### config.mk
export PLATFORM = sky130hd
export DESIGN_NAME = ofs_csr_scratch_rsp
export DESIGN_NICKNAME = d
export VERILOG_FILES = /design/src/rtl/ofs_csr_scratch_rsp.sv
export SDC_FILE = /design/constraint.sdc
export NUM_CORES = 1
export LEC_CHECK = 0
export BUFFER_PORTS_ARGS = -buffer_cell sky130_fd_sc_hd__buf_4
export CAP_MARGIN = 20
export CORE_MARGIN = 2
export CORE_UTILIZATION = 50
export DETAILED_ROUTE_END_ITERATION = 10
export PLACE_DENSITY = 0.74
export SLEW_MARGIN = 10
export SYNTH_ARGS = -nofsm -noshare
export SYNTH_HDL_FRONTEND = slang
export SYNTH_SLANG_ARGS = --single-unit
### constraint.sdc
create_clock -name clk -period 3.21 [get_ports clk]
set_clock_uncertainty 0.1 [all_clocks]
set_input_delay 0.642 -clock clk [delete_from_list [all_inputs] [get_ports clk]]
set_output_delay 0.642 -clock clk [all_outputs]
set_load 0.01 [all_outputs]
### src/rtl/ofs_csr_scratch_rsp.sv
// CSR block with DFH/GUID read-only words, SCRATCHPAD and TESTPAD registers, and a one-deep
// read response buffer. Optional macro CSR_RSP_ERR_EN adds ERR_CNT at 0x20 and rsp_err reporting.
module ofs_csr_scratch_rsp #(
  parameter logic [63:0] DFH_VALUE     = 64'h3000_0000_1000_0010,
  parameter logic [63:0] GUID_L_VALUE  = 64'h0,
  parameter logic [63:0] GUID_H_VALUE  = 64'h0,
  parameter logic [63:0] TESTPAD_RESET = 64'h0
) (
  input  logic        clk,
  input  logic        rst_n,
  input  logic        wr_valid,
  output logic        wr_ready,
  input  logic [15:0] wr_addr,
  input  logic [63:0] wr_data,
  input  logic [7:0]  wr_be,
  input  logic        rd_valid,
  output logic        rd_ready,
  input  logic [15:0] rd_addr,
  input  logic [9:0]  rd_tag,
  output logic        rsp_valid,
  input  logic        rsp_ready,
  output logic [63:0] rsp_data,
  output logic [9:0]  rsp_tag,
  output logic        rsp_err,
  output logic        dbg_rsp_state_o
);

  localparam logic [15:0] ADDR_DFH     = 16'h0000;
  localparam logic [15:0] ADDR_GUID_L  = 16'h0008;
  localparam logic [15:0] ADDR_GUID_H  = 16'h0010;
  localparam logic [15:0] ADDR_SCRATCH = 16'h0018;
  localparam logic [15:0] ADDR_ERR_CNT = 16'h0020;
  localparam logic [15:0] ADDR_TESTPAD = 16'h0038;

  localparam logic [0:0] ST_EMPTY = 1'b0;
  localparam logic [0:0] ST_FULL  = 1'b1;

  // Handshakes: a transfer happens on a cycle where valid && ready are both 1 at the clk edge.
  // Writes are always ready; reads are ready whenever the response slot is free or draining.

  logic [0:0]  state_q, state_d;
  logic [63:0] scratch_q, scratch_d;
  logic [63:0] testpad_q, testpad_d;
  logic [63:0] rsp_data_q, rsp_data_d;
  logic [9:0]  rsp_tag_q, rsp_tag_d;

  logic        wr_aligned;
  logic        rd_aligned;
  logic        rd_accept;
  logic        rd_mapped;
  logic [63:0] rd_value;

  function automatic logic [63:0] merge_bytes(input logic [63:0] old_val,
                                              input logic [63:0] new_val,
                                              input logic [7:0]  be);
    logic [63:0] res;
    res = old_val;
    for (int i = 0; i < 8; i++) begin
      if (be[i]) res[i*8 +: 8] = new_val[i*8 +: 8];
    end
    return res;
  endfunction

  assign wr_ready   = 1'b1;
  assign wr_aligned = (wr_addr[2:0] == 3'b000);
  assign rd_aligned = (rd_addr[2:0] == 3'b000);

  assign rsp_valid       = (state_q == ST_FULL);
  assign rd_ready        = !rsp_valid || rsp_ready;
  assign rd_accept       = rd_valid && rd_ready;
  assign rsp_data        = rsp_data_q;
  assign rsp_tag         = rsp_tag_q;
  assign dbg_rsp_state_o = state_q;

`ifdef CSR_RSP_ERR_EN
  logic [15:0] err_cnt_q, err_cnt_d;
  logic        rsp_err_q, rsp_err_d;
  logic        wr_mapped;
`endif

  // Read decode uses the current register contents, so a same-cycle write is not visible.
  always_comb begin
    rd_value  = 64'h0;
    rd_mapped = 1'b0;
    if (rd_aligned) begin
      rd_mapped = 1'b1;
      case (rd_addr)
        ADDR_DFH:     rd_value = DFH_VALUE;
        ADDR_GUID_L:  rd_value = GUID_L_VALUE;
        ADDR_GUID_H:  rd_value = GUID_H_VALUE;
        ADDR_SCRATCH: rd_value = scratch_q;
        ADDR_TESTPAD: rd_value = testpad_q;
`ifdef CSR_RSP_ERR_EN
        ADDR_ERR_CNT: rd_value = {48'h0, err_cnt_q};
`endif
        default:      rd_mapped = 1'b0;
      endcase
    end
  end

  always_comb begin
    scratch_d = scratch_q;
    testpad_d = testpad_q;
    if (wr_valid && wr_aligned) begin
      if (wr_addr == ADDR_SCRATCH) scratch_d = merge_bytes(scratch_q, wr_data, wr_be);
      if (wr_addr == ADDR_TESTPAD) testpad_d = merge_bytes(testpad_q, wr_data, wr_be);
    end
  end

  always_comb begin
    state_d    = state_q;
    rsp_data_d = rsp_data_q;
    rsp_tag_d  = rsp_tag_q;
    case (state_q)
      ST_EMPTY: if (rd_accept) state_d = ST_FULL;
      ST_FULL:  if (rsp_ready && !rd_accept) state_d = ST_EMPTY;
      default:  state_d = ST_EMPTY;
    endcase
    if (rd_accept) begin
      rsp_data_d = rd_mapped ? rd_value : 64'h0;
      rsp_tag_d  = rd_tag;
    end
  end

  always_ff @(posedge clk) begin
    if (!rst_n) begin
      state_q    <= ST_EMPTY;
      scratch_q  <= 64'h0;
      testpad_q  <= TESTPAD_RESET;
      rsp_data_q <= 64'h0;
      rsp_tag_q  <= 10'h0;
    end else begin
      state_q    <= state_d;
      scratch_q  <= scratch_d;
      testpad_q  <= testpad_d;
      rsp_data_q <= rsp_data_d;
      rsp_tag_q  <= rsp_tag_d;
    end
  end

`ifdef CSR_RSP_ERR_EN
  logic        err_clr;
  logic [15:0] err_base;
  logic [16:0] err_sum;

  always_comb begin
    wr_mapped = 1'b0;
    if (wr_aligned) begin
      case (wr_addr)
        ADDR_DFH, ADDR_GUID_L, ADDR_GUID_H,
        ADDR_SCRATCH, ADDR_ERR_CNT, ADDR_TESTPAD: wr_mapped = 1'b1;
        default:                                  wr_mapped = 1'b0;
      endcase
    end
  end

  // A clear and an error in the same cycle: the clear applies first, then the errors count.
  assign err_clr  = wr_valid && wr_aligned && (wr_addr == ADDR_ERR_CNT);
  assign err_base = err_clr ? 16'h0 : err_cnt_q;
  assign err_sum  = {1'b0, err_base}
                  + {16'h0, (rd_accept && !rd_mapped)}
                  + {16'h0, (wr_valid && !wr_mapped)};
  assign err_cnt_d = err_sum[16] ? 16'hFFFF : err_sum[15:0];
  assign rsp_err_d = rd_accept ? !rd_mapped : rsp_err_q;
  assign rsp_err   = rsp_err_q;

  always_ff @(posedge clk) begin
    if (!rst_n) begin
      err_cnt_q <= 16'h0;
      rsp_err_q <= 1'b0;
    end else begin
      err_cnt_q <= err_cnt_d;
      rsp_err_q <= rsp_err_d;
    end
  end
`else
  assign rsp_err = 1'b0;
`endif

endmodule

Word-level counts from Yosys, hierarchy flattened:

Index checks and enable logic that the tools add are counted.

* input port bits: 119
* output and inout bits: 79
* word-level logic and storage cells: 60
* register bits: 203

* reduce and logical (&&, ||, !) cells: 26
* muxes and demuxes: 8
* bitwise operators: 1
* equality and inequality tests: 6

Operators by type and width (number)
* 64-bit one-hot mux with 3 select lines: 1
* 64-bit two-way mux: 2
* 16-bit by 5-bit == test with 1-bit output, second input constant: 3
* 3-bit AND reduction: 16
* 16-bit by 6-bit == test with 1-bit output, second input constant: 2
* 16-bit by 4-bit == test with 1-bit output, second input constant: 1
* 16-bit zero test: 1
* 3-bit zero test: 2
* 5-bit OR reduction: 1
* 1-bit two-way mux: 4
* 1-bit logical AND: 3
* 1-bit zero test: 2
* 1-bit one-hot mux with 2 select lines: 1
* 1-bit logical OR: 1
* 1-bit NOT: 1

Depth between registers and ports, before layout:

* word-level depth: 7
* depth in mapped cells: 7
* depth with buffers taken out: 4

Worst setup path after synthesis:

OpenSTA, ideal clock, no wires.

* kind: input port to flip-flop
* from: in wr_addr[7]
* to: reg testpad_q[0]
* arrival: 2.484 ns
* required time: 2.987 ns
* setup time: 0.123 ns
* slack: 0.504 ns
* buffers on the path: 0
* stages: 4
* cells stage by stage: or4_4 -> nor4_4 -> nand4_4 -> mux2i_1

* cells in the longest elaborated chain, start to end: 2

Ends and longest elaborated chain
* from (decl): line 13 `input logic [15:0] wr_addr,`
* 16-bit by 6-bit == test with 1-bit output: line 106 `if (wr_addr == ADDR_TESTPAD) testpad_d = merge_bytes(testpad_q, wr_data, wr_be);`
* 3-bit AND reduction (no source line)
* to (signal assigned): line 135 `testpad_q <= testpad_d;`
* to (decl): line 43 `logic [63:0] testpad_q, testpad_d;`

No other way between the ends.
A chain may end at the register's enable or synchronous reset.

Worst setup path in the final report:

* from: in wr_addr[7]
* to: reg scratch_q[17]

* cells in the longest elaborated chain, start to end: 2

Ends and longest elaborated chain
* 16-bit by 5-bit == test with 1-bit output: line 105 `if (wr_addr == ADDR_SCRATCH) scratch_d = merge_bytes(scratch_q, wr_data, wr_be);`
* 3-bit AND reduction (no source line)
* to (signal assigned): line 134 `scratch_q <= scratch_d;`
* to (decl): line 42 `logic [63:0] scratch_q, scratch_d;`

No other way between the ends.

==> summary.json <==
{
  "outcome": {
    "outcome": "finished clean"
  },
  "synthesis": {
    "synthesis.area_per_instance_um2": 9.70,
    "ys_dominant_reg_cell": "dfxtp_1",
    "synth_top_area_frac": 0.473,
    "ys.warnings.count": 0,
    "synth-async-reset-ratio": 0,
    "mappedNetlistNets": 1005,
    "synth_largest_area_cell": "dfxtp_1",
    "ys_ff_latch": 203,
    "synth.lib_cells_used.distinct": 35,
    "synth.top_cells.by_area": "dfxtp_1 47%, mux2i_1 14%, o2bb2ai_1 6.5%, nand2_1 6.1%, a21boi_0 5.8%",
    "synth_enable_flop_cells": 0,
    "syn-cell-area_um2": 8590,
    "syn-instance-count": 886,
    "synth_sequential_area_ratio": 0.473
  },
  "cts": {
    "cts_root_buf": "clkbuf_16",
    "cts-buffers-inserted": 22,
    "path_clk_slew_ns": 0.06,
    "cts-htree-levels": 1,
    "clk_latency_ns": 0.50,
    "postCtsSetupBuffers": 0,
    "sink_count_of_the_clock_tree": 203,
    "cts_hold_buffers": 0,
    "postCtsResizedCells": 0,
    "tritoncts_clock_tree": "done",
    "cts.path.max_buffers": 3
  },
  "timing": {
    "final_min_period_over_clock_period": 0.752,
    "finalSetupViolations": 0,
    "setup_total_negative_slack_ns": 0,
    "hold_slack_ns": 0.303,
    "worst_slew_margin_rel": 0.444,
    "fmax_ghz": 0.414,
    "hold_violations": 0,
    "grt_setup_unrepaired": "no",
    "maxSlewViolCount": 0,
    "timing_worst_slew_pin_value_ns": 0.834,
    "finalWorstPathRequiredPeriod_ns": 2.42
  },
  "routing": {
    "drt_iter0_markers": 476,
    "final_antenna_net_count": 0,
    "detail_route.wl_per_cell_um": 17.3,
    "route.detailed.vias_per_inst": 5.57,
    "dr_total_vias": 7164,
    "detailedRoute.firstPassIterationCount": 5,
    "drc_errors": 0,
    "finalWirelength_um": 22200
  },
  "floorplanning": {
    "ioPinCount": 198,
    "die_h_um": 135,
    "rows": 47,
    "design.core.area_um2": 16700,
    "die_width_um": 135,
    "effective_utilization_at_floorplan": 0.515,
    "die_area_um2": 18300
  },
  "cells_and_area": {
    "layout-drive-gt1-share": 0.256,
    "layout.cells.most_common_list": "212 x buf_4, 203 x dfxtp_1, 139 x nand2_1",
    "syn_to_final_growth_pct": 27.5,
    "finish.instance_area_um2": 11000,
    "final_common_cell": "buf_4",
    "finish.net_count": 1169,
    "antenna-diode-count": 0,
    "stdcell_count": 1286
  },
  "global_route": {
    "grt-ovfl-total": 0,
    "via_count_of_the_first_global_routing_pass": 7001,
    "grt.busiest_layer": "met2",
    "global_route_wire_length_before_repair_um": 35700,
    "grt_util_met2": 0.389,
    "use_met3": 0.0473,
    "met1_usage": 0.333,
    "grt_util_all_layers": 0.240,
    "grt_start_max_net_pins": 196,
    "antenna_violations_before_repair": 0
  },
  "power_and_ir_drop": {
    "combinationalPowerShare": 0.061,
    "power.density_cell_area_nw_per_um2": 506,
    "fin_total_pwr_mw": 5.54,
    "power.switching_mw": 1.19,
    "sw_frac_of_total": 0.215,
    "cellLeakagePower_nw": 4.67,
    "power.sequential.fraction": 0.457,
    "clockPowerShare": 0.482,
    "max-vdd-ir-drop_uv": 371,
    "internal_power_mw": 4.35
  },
  "place": {
    "detailed_place_hpwl_um": 14300,
    "place.gp.congestion": 0.722,
    "placed_cells_incl_taps": 1246,
    "dpl-instance-area_um2": 10200,
    "port_buffers": 195
  },
  "worst_setup_path": {
    "timing.critical_path.mode_cell": "buf_4",
    "critPathSlowestCell": "or4_2",
    "worst_setup_path_start_kind": "primary input",
    "timing.critical_path.fanout_max": 64,
    "data_required_time_at_the_worst_endpoint_ns": 3.48,
    "crit_path_end_kind": "register",
    "critical_path_class": "in2reg",
    "max_stage_delay_ns": 0.62,
    "cp_data_arrival_time_ns": 2.69,
    "critical_path_cell_by_cell": "buf_4 -> or4_4 -> or4_2 -> buf_4 -> o21ai_0 -> a21boi_0"
  },
  "run": {
    "max_cap_viol_count": 0
  },
  "min_path": {
    "min_delay_worst_type": "in2reg"
  }
}
-- worst max-delay path: cells and delay by family --
kind                   cells  cell delay [ns]
AND/OR/NAND/NOR            2             1.19
buffers and inverters      2             0.45
AO/OA/AOI/OAI              2             0.37
-- sequential cells by signal (all words and copies together) (netlist names) --
signal	cells
dbg_rsp_state_o	1
rsp_data	64
rsp_tag	10
scratch_q	64
testpad_q	64
-- per-layer routing --
metal	vias up	wire length, um
met4	0	376
met3	31	1440
li1	3504	-
met5	-	0
met2	212	10100
met1	3417	10300
-- power groups by stage --
stage / clock network [mW] / registers, mW / logic [mW]
after global routing: 2.82 / 2.53 / 0.368
after global placement: 0 / 2.59 / 0.338
after floorplan: 0 / 2.59 / 0.156
final: 2.67 / 2.53 / 0.340
after detailed placement: 0 / 2.59 / 0.340
after CTS: 2.72 / 2.53 / 0.341
-- cells by family after synthesis --
logic type             after synthesis  synth area share
muxes                              124             0.144
DFF                                203             0.473
and+or+nand+nor                    260             0.160
buffers and inverters               85            0.0475
AOI/OAI and AO/OA                  212             0.174
other                                2          0.000874
-- synth_stat cells, types with 2 or more instances --
library cell,number
a21boi_0,66
a21boi_1,9
a21oi_1,4
a31oi_1,4
and2_1,2
buf_1,12
buf_4,5
buf_6,2
clkbuf_1,47
conb_1,2
dfxtp_1,203
dlygate4sd1_1,11
inv_1,8
mux2i_1,124
nand2_1,139
nand3_1,80
nand4_4,8
nor4_1,5
nor4_2,4
o21ai_0,64
o2bb2ai_1,64
or4_1,10
-- final timing paths --
path                         startpoint                    endpoint  slack, ns  cells after the start
min                         wr_data[28]  testpad_q[28]$_SDFFE_PN0P_       0.30                      3
max                          wr_addr[7]  scratch_q[17]$_SDFFE_PN0P_       0.79                      6
max reg2reg  dbg_rsp_state_o$_SDFF_PN0_   rsp_data[47]$_SDFFE_PN0P_       1.35                      6
min reg2reg  testpad_q[17]$_SDFFE_PN0P_  testpad_q[17]$_SDFFE_PN0P_       0.36                      2
-- stage by stage --
stage | worst slack [ns] | utilization
2_1_floorplan | 0.504 | -
3_3_place_gp | 0.372 | 0.611
3_5_place_dp | 0.341 | 0.611
4_1_cts | 0.835 | 0.656
5_1_grt | 0.716 | 0.656
6_report | 0.795 | 0.656
-- layout make-up --
class | count | area, um^2
Sequential cell | 203 | 4060
Timing Repair Buffer | 217 | 1690
Clock inverter | 11 | 155
Clock buffer | 29 | 608
Tap cell | 220 | 275
Fill cell | 1405 | 5740
Multi-Input combinational cell | 598 | 4140
Inverter | 8 | 30.0
(Power assumes the default switching activity.)
